`src/rtl/ddr3_burst_arbiter.sv`:
```
// ddr3_burst_arbiter
//   Round-robin arbiter placing CH_NUM write ports and CH_NUM read ports onto a
//   single DDR3 controller command/data interface. Each channel owns a linear
//   burst pointer per direction that wraps within that channel's address region.
//   Controller beat acks (data_ack) are steered back to the granted FIFO.
//
//   Optional feature macro: DDR3_PINGPONG_EN
//     defined   : each channel region is split into two halves; writes fill one
//                 half while reads drain the other (bank swap on pointer wrap).
//     undefined : one region per channel, shared by reads and writes.
//
//   Handshake: the command is offered with cmd_valid and held, together with
//   cmd_rd and cmd_addr, unchanged until the cycle in which cmd_valid and
//   cmd_ready are both high; that cycle transfers the command.
module ddr3_burst_arbiter #(
    parameter int CH_NUM      = 2,
    parameter int ADDR_WD     = 28,
    parameter int BURST_LEN   = 64,
    parameter int ADDR_STEP   = 8,
    parameter int REGION_SIZE = 2**20
) (
    input  logic                clk_ref,
    input  logic                rst_n,
    input  logic                ddr3_init_done,
    input  logic [CH_NUM-1:0]   wr_req,
    input  logic [CH_NUM-1:0]   rd_req,
    input  logic [CH_NUM-1:0]   wr_load,
    input  logic [CH_NUM-1:0]   rd_load,
    output logic                cmd_valid,
    output logic                cmd_rd,
    output logic [ADDR_WD-1:0]  cmd_addr,
    input  logic                cmd_ready,
    input  logic                data_ack,
    output logic [CH_NUM-1:0]   wr_ack,
    output logic [CH_NUM-1:0]   rd_ack,
    output logic                busy,
    output logic [2:0]          dbg_state
);

    localparam int SLOT_NUM    = 2 * CH_NUM;
    localparam int SLOT_WD     = $clog2(SLOT_NUM);
    localparam int CH_WD       = (CH_NUM > 1) ? $clog2(CH_NUM) : 1;
    localparam int PTR_WD      = $clog2(REGION_SIZE);
    localparam int BEAT_WD     = (BURST_LEN > 1) ? $clog2(BURST_LEN) : 1;
    localparam int BURST_BYTES = BURST_LEN * ADDR_STEP;
`ifdef DDR3_PINGPONG_EN
    localparam int PTR_LIMIT   = REGION_SIZE / 2;
`else
    localparam int PTR_LIMIT   = REGION_SIZE;
`endif
    localparam logic [ADDR_WD-1:0] REGION_A  = ADDR_WD'(REGION_SIZE);
    localparam logic [BEAT_WD-1:0] LAST_BEAT = BEAT_WD'(BURST_LEN - 1);

    typedef enum logic [2:0] {
        ST_IDLE = 3'd0,
        ST_ARB  = 3'd1,
        ST_CMD  = 3'd2,
        ST_DATA = 3'd3,
        ST_DONE = 3'd4
    } state_t;

    state_t               state_q, state_d;
    logic [SLOT_NUM-1:0]  snap_q, snap_d;
    logic [SLOT_WD-1:0]   slot_q, slot_d;
    logic [SLOT_WD-1:0]   rr_q, rr_d;
    logic [ADDR_WD-1:0]   addr_q, addr_d;
    logic [BEAT_WD-1:0]   beat_q, beat_d;

    logic [PTR_WD-1:0]    wr_ptr_q [CH_NUM];
    logic [PTR_WD-1:0]    wr_ptr_d [CH_NUM];
    logic [PTR_WD-1:0]    rd_ptr_q [CH_NUM];
    logic [PTR_WD-1:0]    rd_ptr_d [CH_NUM];
    logic [CH_NUM-1:0]    wr_pend_q, wr_pend_d;
    logic [CH_NUM-1:0]    rd_pend_q, rd_pend_d;
`ifdef DDR3_PINGPONG_EN
    logic [CH_NUM-1:0]    wr_bank_q, wr_bank_d;
    logic [CH_NUM-1:0]    rd_bank_q, rd_bank_d;
`endif

    logic [SLOT_NUM-1:0]  req_vec;
    logic [SLOT_WD-1:0]   win_slot;
    logic                 win_found;
    logic [SLOT_WD:0]     idx_w;
    logic [CH_WD-1:0]     win_ch;
    logic [PTR_WD-1:0]    win_ptr;
    logic [ADDR_WD-1:0]   win_addr;

    // Advance a burst pointer by one burst; MSB of the result flags a region wrap.
    function automatic logic [PTR_WD:0] next_ptr(input logic [PTR_WD-1:0] p);
        logic [PTR_WD:0] sum;
        sum = {1'b0, p} + (PTR_WD+1)'(BURST_BYTES);
        if (sum == (PTR_WD+1)'(PTR_LIMIT)) begin
            next_ptr = {1'b1, {PTR_WD{1'b0}}};
        end else begin
            next_ptr = {1'b0, sum[PTR_WD-1:0]};
        end
    endfunction

    // Interleave requests into slot order: even slot = write, odd slot = read.
    always_comb begin
        req_vec = '0;
        for (int i = 0; i < CH_NUM; i++) begin
            req_vec[2*i]   = wr_req[i];
            req_vec[2*i+1] = rd_req[i];
        end
    end

    // Round-robin search over the snapshot, starting at the slot after the last winner.
    always_comb begin
        win_found = 1'b0;
        win_slot  = '0;
        idx_w     = '0;
        for (int off = 0; off < SLOT_NUM; off++) begin
            idx_w = {1'b0, rr_q} + (SLOT_WD+1)'(off);
            if (idx_w >= (SLOT_WD+1)'(SLOT_NUM)) begin
                idx_w = idx_w - (SLOT_WD+1)'(SLOT_NUM);
            end
            if (!win_found && snap_q[idx_w[SLOT_WD-1:0]]) begin
                win_found = 1'b1;
                win_slot  = idx_w[SLOT_WD-1:0];
            end
        end
    end

    // Burst start address of the winning slot, taken from its current pointer.
    always_comb begin
        win_ch   = CH_WD'(win_slot >> 1);
        win_ptr  = win_slot[0] ? rd_ptr_q[win_ch] : wr_ptr_q[win_ch];
        win_addr = ADDR_WD'(win_ch) * REGION_A + ADDR_WD'(win_ptr);
`ifdef DDR3_PINGPONG_EN
        if (win_slot[0] ? rd_bank_q[win_ch] : wr_bank_q[win_ch]) begin
            win_addr = win_addr + ADDR_WD'(REGION_SIZE / 2);
        end
`endif
    end

    // Next-state logic for the grant FSM and its per-burst registers.
    always_comb begin
        state_d = state_q;
        snap_d  = snap_q;
        slot_d  = slot_q;
        rr_d    = rr_q;
        addr_d  = addr_q;
        beat_d  = beat_q;
        unique case (state_q)
            ST_IDLE: begin
                if (ddr3_init_done && (|req_vec)) begin
                    snap_d  = req_vec;
                    state_d = ST_ARB;
                end
            end
            ST_ARB: begin
                slot_d  = win_slot;
                addr_d  = win_addr;
                rr_d    = (win_slot == SLOT_WD'(SLOT_NUM - 1)) ? '0 : win_slot + 1'b1;
                state_d = ST_CMD;
            end
            ST_CMD: begin
                if (cmd_ready) begin
                    beat_d  = '0;
                    state_d = ST_DATA;
                end
            end
            ST_DATA: begin
                if (data_ack) begin
                    if (beat_q == LAST_BEAT) begin
                        state_d = ST_DONE;
                    end else begin
                        beat_d = beat_q + 1'b1;
                    end
                end
            end
            ST_DONE: begin
                state_d = ST_IDLE;
            end
            default: begin
                state_d = ST_IDLE;
            end
        endcase
    end

    // Pointer, pending-clear and bank updates: a load always wins, a load seen
    // during the channel's own burst keeps the DONE increment from reviving it.
    always_comb begin
        wr_pend_d = wr_pend_q;
        rd_pend_d = rd_pend_q;
`ifdef DDR3_PINGPONG_EN
        wr_bank_d = wr_bank_q;
        rd_bank_d = rd_bank_q;
`endif
        for (int i = 0; i < CH_NUM; i++) begin
            logic wr_fly, rd_fly, wr_done, rd_done;
            logic [PTR_WD:0] wr_nx, rd_nx;
            wr_ptr_d[i] = wr_ptr_q[i];
            rd_ptr_d[i] = rd_ptr_q[i];
            wr_fly  = ((state_q == ST_ARB) && (win_slot == SLOT_WD'(2*i))) ||
                      ((state_q inside {ST_CMD, ST_DATA}) && (slot_q == SLOT_WD'(2*i)));
            rd_fly  = ((state_q == ST_ARB) && (win_slot == SLOT_WD'(2*i+1))) ||
                      ((state_q inside {ST_CMD, ST_DATA}) && (slot_q == SLOT_WD'(2*i+1)));
            wr_done = (state_q == ST_DONE) && (slot_q == SLOT_WD'(2*i));
            rd_done = (state_q == ST_DONE) && (slot_q == SLOT_WD'(2*i+1));
            wr_nx   = next_ptr(wr_ptr_q[i]);
            rd_nx   = next_ptr(rd_ptr_q[i]);

            if (wr_fly && wr_load[i]) begin
                wr_pend_d[i] = 1'b1;
            end
            if (wr_done) begin
                wr_pend_d[i] = 1'b0;
            end
            if (wr_load[i]) begin
                wr_ptr_d[i] = '0;
`ifdef DDR3_PINGPONG_EN
                wr_bank_d[i] = 1'b0;
`endif
            end else if (wr_done && !wr_pend_q[i]) begin
                wr_ptr_d[i] = wr_nx[PTR_WD-1:0];
`ifdef DDR3_PINGPONG_EN
                if (wr_nx[PTR_WD]) begin
                    wr_bank_d[i] = ~wr_bank_q[i];
                end
`endif
            end

            if (rd_fly && rd_load[i]) begin
                rd_pend_d[i] = 1'b1;
            end
            if (rd_done) begin
                rd_pend_d[i] = 1'b0;
            end
            if (rd_load[i]) begin
                rd_ptr_d[i] = '0;
`ifdef DDR3_PINGPONG_EN
                rd_bank_d[i] = ~wr_bank_q[i];
`endif
            end else if (rd_done && !rd_pend_q[i]) begin
                rd_ptr_d[i] = rd_nx[PTR_WD-1:0];
`ifdef DDR3_PINGPONG_EN
                if (rd_nx[PTR_WD]) begin
                    rd_bank_d[i] = ~wr_bank_q[i];
                end
`endif
            end
        end
    end

    // Command outputs and beat-ack steering to the granted FIFO only.
    always_comb begin
        cmd_valid = (state_q == ST_CMD);
        cmd_rd    = cmd_valid & slot_q[0];
        cmd_addr  = cmd_valid ? addr_q : '0;
        busy      = (state_q != ST_IDLE);
        dbg_state = state_q;
        wr_ack    = '0;
        rd_ack    = '0;
        for (int i = 0; i < CH_NUM; i++) begin
            wr_ack[i] = (state_q == ST_DATA) && data_ack && (slot_q == SLOT_WD'(2*i));
            rd_ack[i] = (state_q == ST_DATA) && data_ack && (slot_q == SLOT_WD'(2*i+1));
        end
    end

    // FSM and burst-context registers.
    always_ff @(posedge clk_ref or negedge rst_n) begin
        if (!rst_n) begin
            state_q <= ST_IDLE;
            snap_q  <= '0;
            slot_q  <= '0;
            rr_q    <= '0;
            addr_q  <= '0;
            beat_q  <= '0;
        end else begin
            state_q <= state_d;
            snap_q  <= snap_d;
            slot_q  <= slot_d;
            rr_q    <= rr_d;
            addr_q  <= addr_d;
            beat_q  <= beat_d;
        end
    end

    // Per-channel pointer state.
    always_ff @(posedge clk_ref or negedge rst_n) begin
        if (!rst_n) begin
            for (int i = 0; i < CH_NUM; i++) begin
                wr_ptr_q[i] <= '0;
                rd_ptr_q[i] <= '0;
            end
            wr_pend_q <= '0;
            rd_pend_q <= '0;
`ifdef DDR3_PINGPONG_EN
            wr_bank_q <= '0;
            rd_bank_q <= '0;
`endif
        end else begin
            for (int i = 0; i < CH_NUM; i++) begin
                wr_ptr_q[i] <= wr_ptr_d[i];
                rd_ptr_q[i] <= rd_ptr_d[i];
            end
            wr_pend_q <= wr_pend_d;
            rd_pend_q <= rd_pend_d;
`ifdef DDR3_PINGPONG_EN
            wr_bank_q <= wr_bank_d;
            rd_bank_q <= rd_bank_d;
`endif
        end
    end

endmodule
```
`config.mk`:
```
export PLATFORM = sky130hd
export DESIGN_NAME = ddr3_burst_arbiter
export DESIGN_NICKNAME = d
export VERILOG_FILES = /design/src/rtl/ddr3_burst_arbiter.sv
export SDC_FILE = /design/constraint.sdc
export NUM_CORES = 1
export LEC_CHECK = 0
export BUFFER_PORTS_ARGS = -buffer_cell sky130_fd_sc_hd__buf_2
export CORE_MARGIN = 2
export CORE_UTILIZATION = 48
export CTS_CLUSTER_DIAMETER = 50
export DETAILED_ROUTE_END_ITERATION = 10
export PLACE_DENSITY_LB_ADDON = 0.2
export SYNTH_ARGS = -nofsm -noshare
export SYNTH_HDL_FRONTEND = slang
export SYNTH_SLANG_ARGS = --single-unit
```
`constraint.sdc`:
```
create_clock -name clk_ref -period 2.5 [get_ports clk_ref]
set_input_delay 0.5 -clock clk_ref [delete_from_list [all_inputs] [get_ports clk_ref]]
set_output_delay 0.5 -clock clk_ref [all_outputs]
set_load 0.005 [all_outputs]
```
==> results.sh, run 1 <==
export IMPL_status="complete, no violations"
export IMPL_grt_pass1_wl_um=17790
export IMPL_synthArstFlopShare_pct=100.0
export IMPL_slowest_stage="dfrtp_1"
export IMPL_hold_viol=0
export IMPL_cts_sinks=76
export IMPL_clk_pin_slew_worst_paths_ns=0.08
export IMPL_synth_commonest_cells="dfrtp_1 (76), nor2_1 (49), nand2_1 (38)"
export IMPL_fin_ws_ns=0.3478
export IMPL_ys_seq_area_share_pct=44.08
export IMPL_reg2reg_from="dbg_state[1]"
export IMPL_critPathMaxStageDelay_ns=0.45
export IMPL_crit_start="dbg_state[1]"
export IMPL_overflow=0
export IMPL_slew_viol_final=0
export IMPL_ctsRootBufferMaster="clkbuf_8"
export IMPL_nNetsFinal=530
export IMPL_ios=51
export IMPL_dieArea_um2=9762
export IMPL_vias=3594
export IMPL_clock_latency_ns=0.35
export IMPL_core_area_um2=8721
export IMPL_fmax_ghz=0.4646
export IMPL_ctsHoldBuffers=0
export IMPL_crit_fanout=8
export IMPL_grt_max_degree=41
export IMPL_p_leak_uw=0.002218
export IMPL_synth_top_area_cell="dfrtp_1"
export IMPL_drive_above_1_share_pct=14.15
export IMPL_gp_congestion=0.8487
export IMPL_tns_ns=0
export IMPL_intPower_uw=2256
export IMPL_synth_edf_count=0
export IMPL_pwr_share_clk_pct=36.7
export IMPL_worstPathRequired_ns=2.78
export IMPL_port_buffers=34
export IMPL_fp_dieH_um=98.81
export IMPL_grtUsageTotal_pct=23.03
export IMPL_syn_inst=476
export IMPL_total_power_uw=3196
export IMPL_ff2ff_path_depth=6
export IMPL_pwr_share_seq_pct=46.1
export IMPL_slew_headroom_pct=57.86
export IMPL_cp_num_buf_inv=1
export IMPL_dr_pass1_iters=4
export IMPL_antenna_found_initial=0
export IMPL_synth_area_um2=4314
export IMPL_setup_viol=0
export IMPL_cp_top_family="simple AND/OR/NAND/NOR gates"
export IMPL_cts_tree="built"
export IMPL_drc=0
export IMPL_synth_top_area_share_pct=44.08
export IMPL_initial_core_util_pct=49.47
export IMPL_start_kind="flip-flop"
export IMPL_period_needed_ns=2.152
export IMPL_wirelength_um=10480
export IMPL_drtIter0Drc=209
export IMPL_area_growth_pct=12.09
export IMPL_routedWlPerCell_um=16.79
export IMPL_rsz0062_at_grt="no"
export IMPL_combPwrFrac_pct=17.2
export IMPL_crit_arrival_ns=2.43
export IMPL_hpwl_um=7500
export IMPL_htreeDepth=3
export IMPL_finClkSkew_ns=0.008701
export IMPL_swShare_pct=29.41
export IMPL_antenna_left=0
export IMPL_std_cell_rows=34
export IMPL_holdWs_ns=0.1134
export IMPL_cts_inserted_buffers=9
export IMPL_ff2ff_setup_slack_ns=0.35
export IMPL_diodes=0
export IMPL_crit_chain="buf_4, nor3b_2, and2_1, nand3_1, or3_1, a21oi_1"
export IMPL_end_kind="flip-flop"
export IMPL_ys_flop_type="dfrtp_1"
export IMPL_fin_crit_sh_pct=86.09
export IMPL_fin_util_pct=55.45
export IMPL_dpl_worst_slack_ns=0.3635
export IMPL_synth_seq_cells=76
export IMPL_path_class="flip-flop to flip-flop"
export IMPL_synthTopCellsByArea="dfrtp_1 (44%), nor2_1 (4.3%), and3_1 (4.1%)"
export IMPL_synth_distinct_cells=46
export IMPL_grt_pass1_vias=3560
export IMPL_peakVddDrop_mv=0.3152
export IMPL_worstMarginPinSlew_ns=0.6273
export IMPL_hold_class="primary input to asynchronous set/reset pin"
export IMPL_syn_area_per_cell_um2=9.063
export IMPL_p_sw_uw=939.7
export IMPL_cts_setup_buffers=0
export IMPL_die_width_um=98.81
export IMPL_yosysMostFrequentCell="dfrtp_1"
export IMPL_clock_path_buffers=2
export IMPL_yosysWarnings=0
export IMPL_p_per_area_nw_per_um2=660.8
export IMPL_vias_per_cell=5.760
export IMPL_cts_repair_resized=0
export IMPL_reg2reg_to="wr_ptr_q[36]"
export IMPL_maxCapViolCount=0
-- sequential cells by signal, indices dropped and copies added, names as in the netlist --
name       flops
addr_q        12
snap_q         4
rd_ptr_q      22
wr_ptr_q      22
wr_pend_q      2
rd_pend_q      2
beat_q         6
dbg_state      3
slot_q         1
rr_q           2
-- kinds of logic after synthesis --
group / count (synthesis) / synth area share, %
DFF: 76 / 44.08
xor gates and xnor gates: 33 / 6.700
muxes: 17 / 4.031
adders and majority gates: 6 / 1.740
and+or+nand+nor: 204 / 24.39
AOI/OAI and AO/OA: 89 / 13.17
buffers and inverters: 50 / 5.801
other: 1 / 0.08692
-- routing by layer --
| layer | vias to the layer above | wire length [um] | GRT usage [%] |
|---|---|---|---|
| li1 | 1740 | - | - |
| met1 | 1748 | 4730 | 32.05 |
| met2 | 95 | 4970 | 36.95 |
| met3 | 11 | 621 | 3.972 |
| met4 | 0 | 152 | 7.165 |
| met5 | - | 0 | 0 |
-- stage by stage --
| step | cells | cell area (um^2) |
|---|---|---|
| 3_5_place_dp | 608 | 4587 |
| 2_1_floorplan | 491 | 4370 |
| 6_report | 624 | 4836 |
| 5_1_grt | 624 | 4836 |
| 3_3_place_gp | 608 | 4587 |
| 4_1_cts | 624 | 4836 |
-- power by group through the flow --
stage                     Sequential [uW]  Clock [uW]  Combinational [uW]
after floorplan                      1450           0                 412
final                                1470        1170                 551
after global placement               1490           0                 526
after CTS                            1470        1180                 551
after detailed placement             1500           0                 547
after global routing                 1490        1240                 621
-- worst max path at each step --
stage / to / cells after the start
3_5_place_dp: wr_ptr_q[36] / 6
3_3_place_gp: wr_ptr_q[38] / 6
6_report: wr_ptr_q[36] / 6
4_1_cts: wr_ptr_q[36] / 6
5_1_grt: wr_ptr_q[36] / 6
2_1_floorplan: rd_ptr_q[11] / 6
-- final cells by class --
type | count | area (um^2)
Fill cell | 800 | 3885
Multi-Input combinational cell | 365 | 2218
Sequential cell | 76 | 1902
Timing Repair Buffer | 48 | 290.3
Clock buffer | 10 | 137.6
Tap cell | 108 | 135.1
Clock inverter | 6 | 111.4
Inverter | 11 | 41.29
-- cell usage in the layout, fill, tap and decap left out, drive strengths merged, types with 3 or more instances in the layout --
cell type,synthesis,final
nand4,18,18
o21ai,27,27
buf,18,48
inv,10,10
clkbuf,21,10
a311o,3,3
dfrtp,76,76
nand3,22,22
nor2,49,49
nand2b,6,6
bufinv,0,3
or3,10,10
xnor2,13,13
nor2b,4,4
mux2,3,3
a21boi,9,9
ha,6,6
nor4,3,3
a211oi,3,3
mux2i,14,14
a21oi,18,18
xor2,20,20
nor3b,5,5
and4,3,3
o211ai,11,11
o22ai,3,3
a21o,5,5
conb,1,16
and3,28,28
nor3,15,15
clkinv,1,3
nand2,38,38
Power figures use the tool's default switching activity.
==> run 2, diff against run 1 <==
--- a/config.mk
+++ b/config.mk
@@ -5,6 +5,7 @@
 export SDC_FILE = /design/constraint.sdc
 export NUM_CORES = 1
 export LEC_CHECK = 0
+export ABC_AREA = 1
 export BUFFER_PORTS_ARGS = -buffer_cell sky130_fd_sc_hd__buf_2
 export CORE_MARGIN = 2
 export CORE_UTILIZATION = 48
==> run 2 against run 1 <==
Against the previous run: combinational power grew to 4.3 times the previous value; sequential cell count stayed put; wire length grew 2.7%; clock power decreased by 10%; design area rose by 6.6%; non-clock buffer count fell by 9; final cell count increased by 28%; synthesized cell count rose by 31%; critical path type unchanged; largest cell class unchanged.
==> results.sh, run 2 <==
export IMPL_status="complete, no violations"
export IMPL_std_cell_rows=36
export IMPL_cp_num_buf_inv=2
export IMPL_cts_setup_buffers=0
export IMPL_ios=51
export IMPL_p_per_area_nw_per_um2=960.8
export IMPL_swShare_pct=46.21
export IMPL_layout_commonest_cell="nand2_1"
export IMPL_clock_latency_ns=0.37
export IMPL_dieArea_um2=10670
export IMPL_maxCapViolCount=0
export IMPL_overflow=0
export IMPL_pwr_share_clk_pct=21.1
export IMPL_initial_core_util_pct=48.89
export IMPL_tns_ns=0
export IMPL_cp_top_family="simple AND/OR/NAND/NOR gates"
export IMPL_cts_inserted_buffers=9
export IMPL_grt_max_degree=40
export IMPL_crit_fanout=23
export IMPL_worstPathRequired_ns=2.76
export IMPL_drtIter0Drc=181
export IMPL_drc=0
export IMPL_clock_path_buffers=2
export IMPL_slowest_stage="dfrtp_1"
export IMPL_combPwrFrac_pct=47.7
export IMPL_register_area_um2=1902
export IMPL_met1_usage_pct=30.67
export IMPL_syn_area_per_cell_um2=7.587
export IMPL_cts_repair_resized=0
export IMPL_area_growth_pct=8.932
export IMPL_intPower_uw=2666
export IMPL_wirelength_um=10750
export IMPL_setup_viol=0
export IMPL_peakVddDrop_mv=0.5102
export IMPL_grt_pass1_vias=3749
export IMPL_cts_sinks=76
export IMPL_hold_viol=0
export IMPL_p_leak_uw=0.002462
export IMPL_grtUsageTotal_pct=21.87
export IMPL_nNetsFinal=678
export IMPL_clk_pin_slew_worst_paths_ns=0.08
export IMPL_port_buffers=34
export IMPL_hpwl_um=8060
export IMPL_fill_cells=952
export IMPL_synth_edf_count=0
export IMPL_ys_flop_type="dfrtp_1"
export IMPL_vias_per_cell=5.059
export IMPL_multiInputGateArea_um2=2298
export IMPL_fin_ws_ns=0.3067
export IMPL_synth_area_um2=4735
export IMPL_yosysWarnings=0
export IMPL_synth_distinct_cells=37
export IMPL_drive_above_1_share_pct=14.46
export IMPL_fin_crit_sh_pct=87.73
export IMPL_p_sw_uw=2290
export IMPL_cts_tree="built"
export IMPL_grt_pass1_wl_um=17950
export IMPL_finClkSkew_ns=0.01178
export IMPL_hold_class="primary input to asynchronous set/reset pin"
export IMPL_period_needed_ns=2.193
export IMPL_synth_commonest_cells="nand2_1 (152), inv_1 (91), dfrtp_1 (76)"
export IMPL_worstMarginPinSlew_ns=0.5113
export IMPL_diodes=0
export IMPL_core_area_um2=9684
export IMPL_largestRegisters="rd_ptr_q x22, wr_ptr_q x22, addr_q x12"
export IMPL_pwr_share_seq_pct=31.2
export IMPL_routedWlPerCell_um=13.49
export IMPL_vias=4032
export IMPL_synthArstFlopShare_pct=100.0
export IMPL_ctsRootBufferMaster="clkbuf_8"
export IMPL_crit_chain="inv_2, nand2_1, nand2_2, nand2_1, nand2_2, nor2_4, nand3_2, nand3_4, ha_1, inv_1, nor2_1, o21ai_0, a21oi_1"
export IMPL_crit_arrival_ns=2.45
export IMPL_syn_inst=624
export IMPL_end_kind="flip-flop"
export IMPL_fin_util_pct=53.26
export IMPL_antenna_left=0
export IMPL_ys_seq_area_share_pct=40.17
export IMPL_rsz0062_at_grt="no"
export IMPL_synth_top_area_share_pct=40.17
export IMPL_ctsHoldBuffers=0
export IMPL_final_cell_mix="nand2_1 (152), inv_1 (91), dfrtp_1 (76)"
export IMPL_path_class="flip-flop to flip-flop"
export IMPL_gp_congestion=0.9062
export IMPL_slew_headroom_pct=65.65
export IMPL_htreeDepth=3
export IMPL_synth_top_area_cell="dfrtp_1"
export IMPL_critPathMaxStageDelay_ns=0.46
export IMPL_die_width_um=103.3
export IMPL_synth_seq_cells=76
export IMPL_start_kind="flip-flop"
export IMPL_dr_pass1_iters=6
export IMPL_grt_use_met2_pct=33.57
export IMPL_gr_max_usage_layer="met2"
export IMPL_slew_viol_final=0
export IMPL_fp_dieH_um=103.3
export IMPL_synthTopCellsByArea="dfrtp_1 (40%), nand2_1 (12%), inv_1 (7.2%)"
export IMPL_gr_usage_met3_pct=4.234
export IMPL_antenna_found_initial=0
export IMPL_dpl_worst_slack_ns=0.3224
export IMPL_yosysMostFrequentCell="nand2_1"
export IMPL_fmax_ghz=0.4559
-- run 2: cell families (layout without fill, tap and decap cells) --
logic type / Yosys count / count (layout) / synth area share [%]
AOI/OAI and AO/OA: 83 / 83 / 10.17
xor gates and xnor gates: 32 / 32 / 5.920
adders and majority gates: 6 / 6 / 1.586
buffers and inverters: 124 / 149 / 12.58
DFF: 76 / 76 / 40.17
other: 1 / 16 / 0.07921
and+or+nand+nor: 302 / 302 / 29.49
-- run 2: final timing paths --
check                      startpoint      endpoint  slack, ns  depth (start not counted)
max                           rr_q[0]  rd_pend_q[1]       0.31                         13
min                             rst_n     beat_q[2]        0.1                          1
max reg2reg                   rr_q[0]  rd_pend_q[1]       0.31                         13
min reg2reg                 addr_q[9]     addr_q[9]       0.49                          2
max in group asynchronous       rst_n  wr_ptr_q[19]       1.80                          2
min in group clk_ref       wr_load[1]  wr_pend_q[1]       0.39                          3
-- run 2: metrics by stage --
| stage | cells | hold WS (ns) | power, uW | cell area, um^2 |
|---|---|---|---|---|
| final | 797 | 0.09685 | 4955 | 5157 |
| after global routing | 797 | 0.1270 | 5391 | 5157 |
| after CTS | 797 | 0.1065 | 4989 | 5157 |
| after detailed placement | 781 | 0.4698 | 3927 | 4942 |
| after global placement | 781 | 0.4668 | 3869 | 4942 |
| after floorplan | 639 | 0.2044 | 3624 | 4791 |
-- run 2: metal layers --
layer / part of all wire (%) / wire (um)
met5: 0 / 0
met4: 2.1 / 231
met3: 3.4 / 370
met2: 46 / 4927
met1: 49 / 5225
-- run 2: layout make-up --
class	count	area share, %
clock inverter	7	1.771
inverter	94	6.841
multi-input combinational	439	44.57
timing repair buffer	39	4.318
sequential	76	36.88
tap	133	3.227
clock buffer	9	2.402
-- run 2: power by group through the flow --
stage	Combinational (uW)	Sequential (uW)	Clock, uW
floorplan	2100	1520	0
global placement	2310	1560	0
detailed placement	2360	1570	0
CTS	2370	1540	1070
global route	2690	1570	1130
finish	2360	1550	1050
-- run 2: worst register-to-register path, delay by kind of cell, from the launching register on --
family / cells / cell delay, ns
adders and majority gates: 1 / 0.28
DFF: 1 / 0.46
buffers and inverters: 2 / 0.28
AOI/OAI and AO/OA: 2 / 0.24
and+or+nand+nor: 8 / 0.83
